--- config.mk ---
export PLATFORM = sky130hd
export DESIGN_NAME = id_ex_reg
export DESIGN_NICKNAME = d
export VERILOG_FILES = /design/src/rtl/id_ex_reg.sv
export SDC_FILE = /design/constraint.sdc
export NUM_CORES = 1
export LEC_CHECK = 0
export CELL_PAD_IN_SITES_DETAIL_PLACEMENT = 0
export CELL_PAD_IN_SITES_GLOBAL_PLACEMENT = 1
export CORE_UTILIZATION = 29
export DETAILED_ROUTE_END_ITERATION = 16
export GPL_TIMING_DRIVEN = 0
export PLACE_DENSITY_LB_ADDON = 0.1
export SYNTH_ARGS = -nofsm -noshare
export SYNTH_HDL_FRONTEND = slang
export SYNTH_SLANG_ARGS = --single-unit
--- constraint.sdc ---
create_clock -name clk -period 2.1 [get_ports clk]
set_input_delay 0.42 -clock clk [delete_from_list [all_inputs] [get_ports clk]]
set_output_delay 0.42 -clock clk [all_outputs]
set_load 0.02 [all_outputs]
--- src/rtl/id_ex_reg.sv ---
// ID/EX pipeline register: captures decoded control and operands for the EX stage,
// with squash (flush), freeze (hold) and a saturating count of bubbles entering EX.
module id_ex_reg #(
   parameter int DATA_W = 32,
   parameter int REG_W  = 5,
   parameter int CNT_W  = 16
) (
   input  logic              clk,
   input  logic              rst,
   input  logic              flush,
   input  logic              hold,
   input  logic              in_valid,
   input  logic              RegW,
   input  logic              branch,
   input  logic              MemRW,
   input  logic [1:0]        MemReg,
   input  logic [3:0]        alu_op,
   input  logic [DATA_W-1:0] pc,
   input  logic [DATA_W-1:0] rs1_data,
   input  logic [DATA_W-1:0] rs2_data,
   input  logic [DATA_W-1:0] imm,
   input  logic [REG_W-1:0]  rs1,
   input  logic [REG_W-1:0]  rs2,
   input  logic [REG_W-1:0]  rd,
   output logic              RegW_ex,
   output logic              branch_ex,
   output logic              MemRW_ex,
   output logic [1:0]        MemReg_ex,
   output logic [3:0]        alu_op_ex,
   output logic [DATA_W-1:0] pc_ex,
   output logic [DATA_W-1:0] rs1_data_ex,
   output logic [DATA_W-1:0] rs2_data_ex,
   output logic [DATA_W-1:0] imm_ex,
   output logic [REG_W-1:0]  rs1_ex,
   output logic [REG_W-1:0]  rs2_ex,
   output logic [REG_W-1:0]  rd_ex,
   output logic              valid_ex,
   output logic [CNT_W-1:0]  bubble_cnt
);

   function automatic logic [CNT_W-1:0] sat_inc(input logic [CNT_W-1:0] v);
      return (&v) ? v : v + {{(CNT_W-1){1'b0}}, 1'b1};
   endfunction

   logic              r_vld_p1;
   logic              r_regw_p1;
   logic              r_branch_p1;
   logic              r_memrw_p1;
   logic [1:0]        r_memreg_p1;
   logic [3:0]        r_alu_op_p1;
   logic [DATA_W-1:0] r_pc_p1;
   logic [DATA_W-1:0] r_rs1_data_p1;
   logic [DATA_W-1:0] r_rs2_data_p1;
   logic [DATA_W-1:0] r_imm_p1;
   logic [REG_W-1:0]  r_rs1_p1;
   logic [REG_W-1:0]  r_rs2_p1;
   logic [REG_W-1:0]  r_rd_p1;
   logic [CNT_W-1:0]  r_bubble_cnt;

   // ID -> EX boundary; hold falls through with no assignment so every flop keeps its value
   always_ff @(posedge clk) begin
      if (rst || flush) begin
         r_vld_p1      <= 1'b0;
         r_regw_p1     <= 1'b0;
         r_branch_p1   <= 1'b0;
         r_memrw_p1    <= 1'b0;
         r_memreg_p1   <= '0;
         r_alu_op_p1   <= '0;
         r_pc_p1       <= '0;
         r_rs1_data_p1 <= '0;
         r_rs2_data_p1 <= '0;
         r_imm_p1      <= '0;
         r_rs1_p1      <= '0;
         r_rs2_p1      <= '0;
         r_rd_p1       <= '0;
         r_bubble_cnt  <= rst ? '0 : sat_inc(r_bubble_cnt);
      end else if (!hold) begin
         r_vld_p1      <= in_valid;
         r_regw_p1     <= in_valid & RegW;
         r_branch_p1   <= in_valid & branch;
         r_memrw_p1    <= in_valid & MemRW;
         r_memreg_p1   <= in_valid ? MemReg : 2'b00;
         r_alu_op_p1   <= in_valid ? alu_op : 4'b0000;
         r_pc_p1       <= pc;
         r_rs1_data_p1 <= rs1_data;
         r_rs2_data_p1 <= rs2_data;
         r_imm_p1      <= imm;
         r_rs1_p1      <= rs1;
         r_rs2_p1      <= rs2;
         r_rd_p1       <= rd;
         if (!in_valid) begin
            r_bubble_cnt <= sat_inc(r_bubble_cnt);
         end
      end
   end

   assign valid_ex    = r_vld_p1;
   assign RegW_ex     = r_regw_p1;
   assign branch_ex   = r_branch_p1;
   assign MemRW_ex    = r_memrw_p1;
   assign MemReg_ex   = r_memreg_p1;
   assign alu_op_ex   = r_alu_op_p1;
   assign pc_ex       = r_pc_p1;
   assign rs1_data_ex = r_rs1_data_p1;
   assign rs2_data_ex = r_rs2_data_p1;
   assign imm_ex      = r_imm_p1;
   assign rs1_ex      = r_rs1_p1;
   assign rs2_ex      = r_rs2_p1;
   assign rd_ex       = r_rd_p1;
   assign bubble_cnt  = r_bubble_cnt;

endmodule

## Word-level counts from Yosys, hierarchy flattened

Index checks and enable logic that the tools add are counted.

| word-level totals | value |
|---|---|
| register bits after elaboration | 169 |
| output and inout bits | 169 |
| bits of input ports | 157 |
| logic and storage cells | 30 |

| cells by class | value |
|---|---|
| multiplexer cells | 7 |
| equality and inequality tests | 2 |
| bitwise gates (word level) | 3 |
| add/subtract/negate cells | 1 |
| reductions and logical operators | 3 |

Operator list:

| cell | number |
|---|---|
| $mux W16 | 5 |
| $add A16 B1 Y16 const B | 1 |
| $reduce_and A16 Y1 | 1 |
| $mux W4 | 1 |
| $ne A2 B1 Y1 const B | 2 |
| $and A1 B1 Y1 | 3 |
| $mux W2 | 1 |
| $reduce_and A2 Y1 | 1 |
| $logic_or A1 B1 Y1 | 1 |

## Depth between registers and ports, before layout

| depth | value |
|---|---|
| depth after elaboration | 5 |
| gate-level depth with buffers | 6 |
| gate-level depth less buffers | 5 |

## Least setup slack after synthesis

Ideal clock, no wire load.

| path | value |
|---|---|
| kind | input -> register |
| start point | in hold |
| end point | reg r_bubble_cnt[0], in the netlist bubble_cnt[0] (enable) |
| data required time | 1.706 ns |
| setup time | 0.394 ns |
| arrival | 1.595 ns |
| slack | 0.111 ns |
| stages | 3 |
| path buffers | 2 |
| cell sequence | buf_2 buf_2 o21bai_1 |

| between the ends | value |
|---|---|
| cells in the longest elaborated chain, start to end | 2 |

Ends and longest elaborated chain:

| element | RTL line | text |
|---|---|---|
| from (decl) | 11 | `input logic hold,` |
| $ne A2 B1 Y1 (no line) | - |  |
| $reduce_and A2 Y1 (no line) | - |  |
| to (signal assigned) | 76 | `r_bubble_cnt <= rst ? '0 : sat_inc(r_bubble_cnt);` |
| to (signal assigned) | 92 | `r_bubble_cnt <= sat_inc(r_bubble_cnt);` |
| to (decl) | 58 | `logic [CNT_W-1:0] r_bubble_cnt;` |

Every way passes these cells.
A chain may end at the register's enable or synchronous reset.

## Worst setup path after layout

| path | value |
|---|---|
| start point | reg r_bubble_cnt[12], in the netlist bubble_cnt[12] |
| end point | out bubble_cnt[12] |

RTL lines:

| element | RTL line | text |
|---|---|---|
| to (decl) | 38 | `output logic [CNT_W-1:0] bubble_cnt` |

No word-level cell between the ends.

==> metrics.cfg <==
[outcome]
outcome = finished clean

[setup_path]
critPathKind = reg2out
max_stage_delay_ps = 650
crit_start = bubble_cnt[12]
endpoint_kind = primary output
path_delay_family = buffers and inverters
worstPathArrival_ps = 1570
r2r.worst_path.cells = 5
cp-start-kind = flop
critPathSlowestCell = clkdlybuf4s50_1
timing.rr.end = bubble_cnt[9]
crit_fanout = 8
rrSetupSlack_ps = 190
crit_buf_inv = 1
r2r-start = bubble_cnt[0]
required_ps = 1680
crit_cells = 1
crit_path_end = bubble_cnt[12]
crit_chain = clkdlybuf4s50_1

[cells_and_area]
n_antenna_cell = 0
layout-drive-gt1-share = 0.0585
final.fill_count = 1947
layout.nets = 1085
syn_to_final_growth_pct = 67.3
fin_util = 0.497

[floorplanning]
io_pins = 326
start_util = 0.297
dieArea_um2 = 22200
core-area_um2 = 21100
die_y_um = 149
die_w_um = 149
rows = 53

[grt]
met3_usage = 0.0734
grt_pass1_vias = 5599
antenna_found_initial = 0
overflow = 0
grt_pass1_wl_mm = 29.5
global_route.usage.met2 = 0.305
busiest_layer = met2
grt_start_max_net_pins = 18
grtUsageTotal = 0.175
use_met1 = 0.187

[placement]
post-dp-hpwl_mm = 15.3
dp_worst_setup_slack_ps = -487
gp_congestion = 0.762
io_buffers = 324

[synth]
netlist_area_um2 = 6270
syn_inst = 584
yosysWarnings = 0
synth_area_per_cell_um2 = 10.7
ys_ff_latch = 169
synthDistinctLibCells = 37
syn_nets = 742
ys_seq_area_frac = 0.565
yosys.area.top_type_share = 0.489
yosysTopAreaCell = dfxtp_1
ys_top_cells_by_area = dfxtp_1 49%, mux2i_1 23%, nor2_1 9.6%

[sta]
drv_slew = 0
worst_slew_pin_slew_ps = 744
rsz0062_at_grt = no
layout_setup_ws_ps = 111
finalSetupViolCount = 0
clock_skew_ps = 9.50
period_needed_ps = 1990
finalHoldViolCount = 0
fmax_ghz = 0.503
timing.final.crit_share = 0.947
tns_ps = 0
slew_headroom = 0.504

[clock_network]
clk_pin_slew_ps = 70
ctsHoldBuffers = 0
cts_max_level = 4
post_cts_resize_count = 1
clockBufferDepth = 2
cts_tree = done
root_buffer = clkbuf_16
numCtsBuffers = 17
cts_sinks = 169
postCtsSetupBuffers = 0
clk_latency_ps = 420

[route]
dr.pass1.iters = 4
drt_iter0_drc = 126
num_vias = 5417
routedWlPerCell_um = 16.2
vias_per_cell = 4.46
routed_wl_mm = 19.7
drc = 0
ant_nets = 0

[power_and_ir_drop]
p_total_mw = 7.86
p_per_area_nw_per_um2 = 750
ir_worst_vdd_mv = 0.535
p_leak_nw = 4.22

[run]
cap_violations = 0

[hold_path]
hold_class = in2reg

## layout make-up
type                       instances  area, um^2  area share
timing repair buffer             324        3240       0.309
clock buffer                      20         468      0.0446
clock inverter                    12         151      0.0144
multi-input combinational        373        2560       0.244
tap                              275         344      0.0328
sequential                       169        3540       0.338
inverter                           5        18.8     0.00179
buffer                            37         160      0.0153
## cells by family after synthesis
| group | share of synthesized area |
|---|---|
| simple gates | 0.136 |
| compound gates | 0.0319 |
| flops | 0.565 |
| mux | 0.232 |
| fa+ha+maj | 0.00200 |
| buf+inv | 0.0284 |
| xor+xnor | 0.00419 |
## power breakdown
group	internal, mW	switching, mW	leakage [nW]
clock	1.90	1.37	0.302
combinational	0.630	0.491	2.49
sequential	3.38	0.0948	1.43
## metrics by stage
| stage | hold slack (ps) | std cells | area [um^2] |
|---|---|---|---|
| after detailed placement | 456 | 1183 | 9860 |
| after global routing | 432 | 1215 | 10500 |
| after floorplan | 526 | 584 | 6270 |
| final | 420 | 1215 | 10500 |
| after CTS | 404 | 1215 | 10500 |
| after global placement | 448 | 1183 | 9850 |
## layer usage
metal / part of all wire / up-vias
met4: 0.028 / 0
met3: 0.086 / 27
met5: 0 / -
met1: 0.39 / 2517
met2: 0.50 / 199
li1: - / 2674
## state kept, by name, summed over array words and instances, names as in the netlist
register     cells
imm_ex          32
pc_ex           32
rs1_data_ex     32
rs2_data_ex     32
bubble_cnt      16
rd_ex            5
rs1_ex           5
rs2_ex           5
alu_op_ex        4
MemReg_ex        2
MemRW_ex         1
RegW_ex          1
branch_ex        1
valid_ex         1
## synth_stat cells (all sizes together)
cell / number
nor4: 5
xor2: 2
and4b: 1
mux2: 1
o311ai: 2
and3: 2
dfxtp: 153
nand3: 4
buf: 23
nand2b: 1
nor2b: 2
or3: 4
o21a: 1
mux2i: 144
ha: 1
clkbuf: 14
nor2: 160
a31oi: 2
a21oi: 7
nand4: 4
nor3: 4
xnor2: 1
o21bai: 1
nand2: 3
a22oi: 9
a211oi: 2
or2: 1
inv: 5
edfxtp: 16
or4: 2
o21ai: 3
and2: 1
o31ai: 3
## placed cells by master (no fill, tap or decap), types with 3 or more instances in the layout
master	Yosys	layout
a21oi_1	7	7
a22oi_1	9	9
buf_1	7	7
buf_2	16	16
clkbuf_1	14	14
clkbuf_16	0	18
clkdlybuf4s50_1	0	324
dfxtp_1	153	153
edfxtp_1	16	16
inv_1	5	5
inv_6	0	5
mux2i_1	144	144
nand2_1	3	3
nand3_1	4	4
nor2_1	160	160
nor3_1	4	4
nor4_1	3	3
o21ai_0	3	3
o31ai_1	3	3
or3_1	4	4
## worst min-delay path by stage
stage	start	to	slack (ps)	cells past startpoint
finish	rst	bubble_cnt[14]	420	2
CTS	rst	bubble_cnt[14]	400	2
floorplan	valid_ex	valid_ex	530	2
global route	rst	bubble_cnt[14]	430	2
detailed placement	valid_ex	valid_ex	460	2
global placement	valid_ex	valid_ex	450	2
Power figures use the tool's default switching activity.
